`config.mk`:
```
export PLATFORM = sky130hd
export DESIGN_NAME = fir_decim_requant
export DESIGN_NICKNAME = d
export VERILOG_FILES = /design/src/rtl/fir_pkg.sv /design/src/rtl/fir_sync_fifo.sv /design/src/rtl/fir_decim_requant.sv
export SDC_FILE = /design/constraint.sdc
export NUM_CORES = 1
export LEC_CHECK = 0
export CAP_MARGIN = 0
export CORE_MARGIN = 5
export CORE_UTILIZATION = 30
export CTS_CLUSTER_DIAMETER = 200
export CTS_CLUSTER_SIZE = 8
export DETAILED_ROUTE_END_ITERATION = 10
export SLEW_MARGIN = 20
export SYNTH_ARGS = -nofsm -noshare
export SYNTH_HDL_FRONTEND = slang
export SYNTH_SLANG_ARGS = --single-unit
```
`constraint.sdc`:
```
create_clock -name clk -period 3.92 [get_ports clk]
set_clock_uncertainty 0.05 [all_clocks]
set_input_delay 0.588 -clock clk [delete_from_list [all_inputs] [get_ports clk]]
set_output_delay 0.588 -clock clk [all_outputs]
set_load 0.005 [all_outputs]
```
`src/rtl/fir_pkg.sv`:
```
// Shared constants and requantisation helper for the FIR output chain.
// No ports. Exports:
//   FIR_IN_W / FIR_OUT_W / FIR_COEF_SHIFT  - accumulator width, sample width, Q15 shift
//   sat_round_t                            - clamped sample plus saturation flag
//   sat_round(x, shift)                    - round-half-up, arithmetic shift, clamp
package fir_pkg;

  localparam int unsigned FIR_IN_W       = 32;
  localparam int unsigned FIR_OUT_W      = 16;
  localparam int unsigned FIR_COEF_SHIFT = 15;

  typedef struct packed {
    logic signed [FIR_OUT_W-1:0] value;
    logic                        sat;
  } sat_round_t;

  // shift must be in 1..FIR_IN_W-1; the extra MSB keeps the rounding add from overflowing.
  function automatic sat_round_t sat_round(input logic signed [FIR_IN_W-1:0] x,
                                           input int unsigned              shift);
    logic signed [FIR_IN_W:0] ext;
    logic signed [FIR_IN_W:0] r;
    logic signed [FIR_IN_W:0] max_v;
    logic signed [FIR_IN_W:0] min_v;
    sat_round_t               res;
    ext   = {x[FIR_IN_W-1], x};
    r     = (ext + $signed((FIR_IN_W+1)'(1) << (shift - 1))) >>> shift;
    max_v = $signed(((FIR_IN_W+1)'(1) << (FIR_OUT_W - 1)) - (FIR_IN_W+1)'(1));
    min_v = ~max_v;
    res.sat = 1'b0;
    if (r > max_v) begin
      res.value = max_v[FIR_OUT_W-1:0];
      res.sat   = 1'b1;
    end else if (r < min_v) begin
      res.value = min_v[FIR_OUT_W-1:0];
      res.sat   = 1'b1;
    end else begin
      res.value = r[FIR_OUT_W-1:0];
    end
    return res;
  endfunction

endpackage

```
`src/rtl/fir_sync_fifo.sv`:
```
// Synchronous first-word-fall-through FIFO with a registered head word.
// Ports:
//   clk_i, rst_ni      - clock, asynchronous active-low reset
//   push_i, data_i     - write strobe and data (caller guarantees no overflow)
//   pop_i              - consume head word; ignored while empty
//   data_o             - registered head; holds its last value when empty
//   full_o, empty_o    - status flags
//   count_o            - occupancy, 0..DEPTH
module fir_sync_fifo #(
  parameter  int unsigned WIDTH = 16,
  parameter  int unsigned DEPTH = 4,
  localparam int unsigned AW    = $clog2(DEPTH),
  localparam int unsigned CW    = AW + 1
) (
  input  logic             clk_i,
  input  logic             rst_ni,
  input  logic             push_i,
  input  logic [WIDTH-1:0] data_i,
  input  logic             pop_i,
  output logic [WIDTH-1:0] data_o,
  output logic             full_o,
  output logic             empty_o,
  output logic [CW-1:0]    count_o
);

  logic [WIDTH-1:0] mem_q [DEPTH];
  logic [AW-1:0]    rd_q, rd_d, wr_q, wr_d;
  logic [CW-1:0]    cnt_q, cnt_d, cnt_pop;
  logic [WIDTH-1:0] head_q, head_d;
  logic             do_pop;

  always_comb begin
    do_pop  = pop_i && (cnt_q != '0);
    rd_d    = rd_q + AW'(do_pop);
    wr_d    = wr_q + AW'(push_i);
    cnt_pop = cnt_q - CW'(do_pop);
    cnt_d   = cnt_pop + CW'(push_i);
    // Head is re-fetched every edge that leaves data behind; if the pop
    // drained the storage, the word being pushed becomes the head directly.
    head_d  = head_q;
    if (cnt_d != '0) begin
      head_d = (cnt_pop == '0) ? data_i : mem_q[rd_d];
    end
  end

  always_ff @(posedge clk_i) begin
    if (push_i) begin
      mem_q[wr_q] <= data_i;
    end
  end

  always_ff @(posedge clk_i or negedge rst_ni) begin
    if (!rst_ni) begin
      rd_q   <= '0;
      wr_q   <= '0;
      cnt_q  <= '0;
      head_q <= '0;
    end else begin
      rd_q   <= rd_d;
      wr_q   <= wr_d;
      cnt_q  <= cnt_d;
      head_q <= head_d;
    end
  end

  assign data_o  = head_q;
  assign full_o  = (cnt_q == CW'(DEPTH));
  assign empty_o = (cnt_q == '0);
  assign count_o = cnt_q;

endmodule

```
`src/rtl/fir_decim_requant.sv`:
```
// Decimator and requantiser behind the FIR filter.
// Keeps the sample accepted at phase 0 of every DECIM, rounds it (half-up),
// arithmetic-shifts by SHIFT, clamps to OUT_W bits and queues it in a small
// FWFT FIFO. Saturation events are counted.
// Ports:
//   clk, rst (async, active-low)
//   in_valid/in_data/in_ready     - upstream handshake, IN_W-bit signed samples
//   out_valid/out_data/out_ready  - downstream handshake, OUT_W-bit signed samples
//   clr_sat                       - synchronous clear of sat_count (beats increment)
//   sat_count                     - saturating count of clamped kept samples
//   phase                         - current decimation phase (debug)
module fir_decim_requant
  import fir_pkg::*;
#(
  parameter  int unsigned IN_W  = FIR_IN_W,
  parameter  int unsigned OUT_W = FIR_OUT_W,
  parameter  int unsigned SHIFT = FIR_COEF_SHIFT,
  parameter  int unsigned DECIM = 4,
  parameter  int unsigned DEPTH = 4,
  parameter  int unsigned CNT_W = 16,
  localparam int unsigned PH_W  = (DECIM > 1) ? $clog2(DECIM) : 1
) (
  input  logic             clk,
  input  logic             rst,
  input  logic             in_valid,
  input  logic [IN_W-1:0]  in_data,
  output logic             in_ready,
  output logic             out_valid,
  output logic [OUT_W-1:0] out_data,
  input  logic             out_ready,
  input  logic             clr_sat,
  output logic [CNT_W-1:0] sat_count,
  output logic [PH_W-1:0]  phase
);

  localparam int unsigned CW = $clog2(DEPTH) + 1;
  localparam logic signed [IN_W:0] RND  = $signed((IN_W+1)'(1) << (SHIFT - 1));
  localparam logic signed [IN_W:0] MAXV = $signed(((IN_W+1)'(1) << (OUT_W - 1)) - (IN_W+1)'(1));
  localparam logic signed [IN_W:0] MINV = ~MAXV;

  logic [PH_W-1:0]        phase_q, phase_d;
  logic                   p_valid_q, p_valid_d;
  logic signed [IN_W:0]   r_q, r_d;
  logic signed [IN_W:0]   in_ext;
  logic [CNT_W-1:0]       sat_count_q, sat_count_d;
  logic                   accept, keep;
  logic                   sat_hi, sat_lo, sat_hit;
  logic [OUT_W-1:0]       s_d;
  logic                   fifo_full, fifo_empty;
  logic [CW-1:0]          fifo_count;

  // Stage 1: decimation and round/shift on the input edge.
  always_comb begin
    in_ready  = ({1'b0, fifo_count} + {{CW{1'b0}}, p_valid_q}) < (CW+1)'(DEPTH);
    accept    = in_valid && in_ready;
    keep      = (phase_q == '0);
    in_ext    = {in_data[IN_W-1], in_data};
    r_d       = (in_ext + RND) >>> SHIFT;
    p_valid_d = accept && keep;
    phase_d   = phase_q;
    if (accept) begin
      phase_d = (phase_q == PH_W'(DECIM - 1)) ? '0 : phase_q + 1'b1;
    end
  end

  // Stage 2: clamp into the FIFO and count saturations.
  always_comb begin
    sat_hi  = (r_q > MAXV);
    sat_lo  = (r_q < MINV);
    sat_hit = p_valid_q && (sat_hi || sat_lo);
    if (sat_hi) begin
      s_d = MAXV[OUT_W-1:0];
    end else if (sat_lo) begin
      s_d = MINV[OUT_W-1:0];
    end else begin
      s_d = r_q[OUT_W-1:0];
    end
    sat_count_d = sat_count_q;
    if (clr_sat) begin
      sat_count_d = '0;
    end else if (sat_hit && (sat_count_q != '1)) begin
      sat_count_d = sat_count_q + 1'b1;
    end
  end

  always_ff @(posedge clk or negedge rst) begin
    if (!rst) begin
      phase_q     <= '0;
      p_valid_q   <= 1'b0;
      r_q         <= '0;
      sat_count_q <= '0;
    end else begin
      phase_q     <= phase_d;
      p_valid_q   <= p_valid_d;
      if (p_valid_d) begin
        r_q <= r_d;
      end
      sat_count_q <= sat_count_d;
    end
  end

  fir_sync_fifo #(
    .WIDTH (OUT_W),
    .DEPTH (DEPTH)
  ) u_fifo (
    .clk_i   (clk),
    .rst_ni  (rst),
    .push_i  (p_valid_q),
    .data_i  (s_d),
    .pop_i   (out_ready),
    .data_o  (out_data),
    .full_o  (fifo_full),
    .empty_o (fifo_empty),
    .count_o (fifo_count)
  );

  assign out_valid = !fifo_empty;
  assign sat_count = sat_count_q;
  assign phase     = phase_q;

  // A pop in the same cycle frees the slot, so only push-without-pop into a full FIFO is illegal.
  a_no_overflow: assert property (@(posedge clk) disable iff (!rst)
    !(fifo_full && p_valid_q && !out_ready));

endmodule

```
==> flow_metrics.tcl <==
set metrics [dict create \
    final_cell_count_no_fill 813 \
    clk_latency_ns 0.41 \
    grt_pass1_vias 3913 \
    post_cts_buffers 0 \
    fp.dieW_um 149 \
    setup_ws_ns 0.732 \
    r2r_slack_ns 0.73 \
    place_hpwl_um 8690 \
    final.period_utilization_pct 81.3 \
    crit_fanout 16 \
    cts_buffer_depth 2 \
    dp_worst_setup_slack_ns 0.541 \
    die_height_um 149 \
    power_leakage_nw 2.62 \
    r2r_end "u_fifo.data_o[4]" \
    rows 50 \
    drive_above_1_share_pct 13.2 \
    gp_congestion 0.765 \
    drt-initial-drc-count 195 \
    fmax_mhz 314 \
    whs_ns 0.180 \
    yosysWarningCount 0 \
    area_growth_pct 25.5 \
    seq_area_frac_synth_pct 59.2 \
    antenna_found_initial 0 \
    cts_num_sinks 124 \
    num_vias 3993 \
    cts_tree "built" \
    synth_seq_cells 124 \
    status "finished, final reports clean" \
    drt-wirelength-per-cell_um 16.2 \
    period_needed_ns 3.19 \
    worst_setup_path_start_kind "register" \
    synth_ff_type "edfxtp_1" \
    report.final.slew_viol_count 0 \
    synth_fp_nets 527 \
    crit_required_ns 4.16 \
    drt-total-wl_um 13200 \
    cap_violations 0 \
    cp.arrival_ns 3.43 \
    cts_root_buf "clkbuf_16" \
    syn-cell-area_sq_um 5780 \
    dieArea_sq_um 22200 \
    total_power_mw 5.71 \
    synth_cell_types 50 \
    cts_resized 0 \
    rr_startpoint "u_fifo.count_o[1]" \
    slew_headroom_pct 34.7 \
    syn_avg_cell_area_sq_um 12.0 \
    first_pass_iters 6 \
    path_class "reg -> reg" \
    grt_pass1_wl_um 21100 \
    antenna_cells 0 \
    vias_per_cell 4.91 \
    setup_viol 0 \
    cp-end-kind "register" \
    antenna_left 0 \
    crit_end "u_fifo.data_o[4]" \
    start_util_pct 30.7 \
    hold_path.class "in -> async" \
    cp-startpoint "u_fifo.count_o[1]" \
    ioPinCount 73 \
    hold_violations 0 \
    io_buffer_count 58 \
    htreeDepth 4 \
    vdd_drop_max_mv 0.321 \
    rsz0062_at_grt "false" \
    cts_buffers 17 \
    reg2regPathDepth 10 \
    track_usage_pct 12.1 \
    grt-ovfl-total 0 \
    synth_cells 480 \
    core-area_sq_um 18800 \
    drcViolationCount 0 \
    grt_start_max_net_pins 39 \
    cellPowerDensity_nw_per_um2 787 \
    nNetsFinal 587 \
    clk_pin_slew_ns 0.06 \
    placedCellCount 781 \
    cts_hold_buf 0 \
    fin_tns_setup_ns 0 \
    synthArstFlopShare_pct 48.4 \
    synth_edf_count 64 \
    max_slew.worst_pin.slew_ns 0.979 \
]
[kinds of logic (layout without fill, tap and decap cells)]
family,after synthesis,in the layout,share of synthesized area [%]
compound gates,110,110,11.5
xor+xnor,16,16,2.68
fa+ha+maj,10,10,2.16
buf+inv,35,108,2.42
flops,124,124,59.2
mux,24,24,7.77
simple gates,161,161,14.3
[flip-flops by register name, indices dropped and copies added (netlist names)]
name            cells
r_q                18
p_valid_q           1
phase               2
u_fifo.data_o      16
sat_count          16
u_fifo.count_o      3
u_fifo.wr_q         2
u_fifo.mem_q       64
u_fifo.rd_q         2
[cells in the mapped netlist (5+ instances only)]
cell type	number	area, sq um
dfrtp_1	60	1500
and3_1	6	37.5
o21ai_0	8	40.0
nand4_1	7	43.8
nor2b_1	6	37.5
nor2_1	58	218
nor3_1	10	50.1
nand2_1	27	101
edfxtp_1	64	1920
o22ai_1	15	93.8
buf_2	7	35.0
xnor2_1	9	78.8
o31ai_1	6	45.0
ha_1	10	125
mux4_2	16	360
or3_1	6	37.5
a21oi_1	51	255
clkbuf_1	17	63.8
nand3_1	14	70.1
mux2_2	7	78.8
xor2_1	6	52.6
inv_1	11	41.3
a21boi_0	15	113
and4_1	5	43.8
[report_power, final]
part | switching (mW) | internal, mW | leakage, nW
logic | 1.12 | 0.928 | 1.03
clock network | 0.601 | 1.01 | 0.295
registers | 0.229 | 1.82 | 1.29
total | 1.95 | 3.76 | 2.62
[routing by layer]
metal  vias up  part of all wire [%]  GRT usage (%)
met5         -                     0              0
met2        95                    46           18.9
met1      1948                    48           16.5
met3        17                   4.1           2.64
met4         0                   1.6           4.67
li1       1933                     -              -
[through the flow]
step	utilization [%]	area, sq um
after floorplan	-	5780
after global placement	35.3	6650
after detailed placement	35.3	6650
after CTS	38.5	7260
after global routing	38.5	7260
final	38.5	7260
[worst min-delay path by stage]
| stage | from | end | slack, ns | cells past startpoint |
|---|---|---|---|---|
| 6_report | rst | sat_count[6] | 0.18 | 1 |
| 5_1_grt | rst | sat_count[6] | 0.25 | 1 |
| 4_1_cts | rst | sat_count[6] | 0.20 | 1 |
| 3_5_place_dp | u_fifo.data_o[0] | u_fifo.data_o[0] | 0.47 | 2 |
| 3_3_place_gp | u_fifo.wr_q[1] | u_fifo.wr_q[1] | 0.47 | 1 |
| 2_1_floorplan | rst | p_valid_q | 0.24 | 0 |
[cell type report]
type	instances	area [sq um]
clock buffer	17	425
clock inverter	15	184
fill	1796	11600
inverter	11	41.3
multi-input combinational	321	2230
sequential	124	3420
tap	260	325
timing repair buffer	65	628
[cell usage in the layout (no fill, tap or decap), types with 5 or more instances in the layout]
cell,count
nor3_1,10
dfrtp_1,60
a21boi_0,15
xnor2_1,9
clkdlybuf4s50_1,57
o31ai_1,6
o21ai_0,8
nand3_1,14
inv_6,7
ha_1,10
and3_1,6
nor2b_1,6
mux4_2,16
or3_1,6
o22ai_1,15
inv_1,11
and4_1,5
mux2_2,7
xor2_1,6
nand4_1,7
clkbuf_16,17
a21oi_1,51
edfxtp_1,64
nor2_1,56
buf_4,7
nand2_1,27
[worst max-delay path, stage by stage, from the launching register on]
cell	delay, ns
dfrtp_1	0.39
or3_1	0.39
and2_1	0.19
ha_1	0.18
ha_1	0.32
inv_1	0.05
ha_1	0.20
xor3_1	0.39
or3_1	0.63
nor2_1	0.22
a21oi_1	0.06
Note: power is estimated with default switching activity, not from simulation.
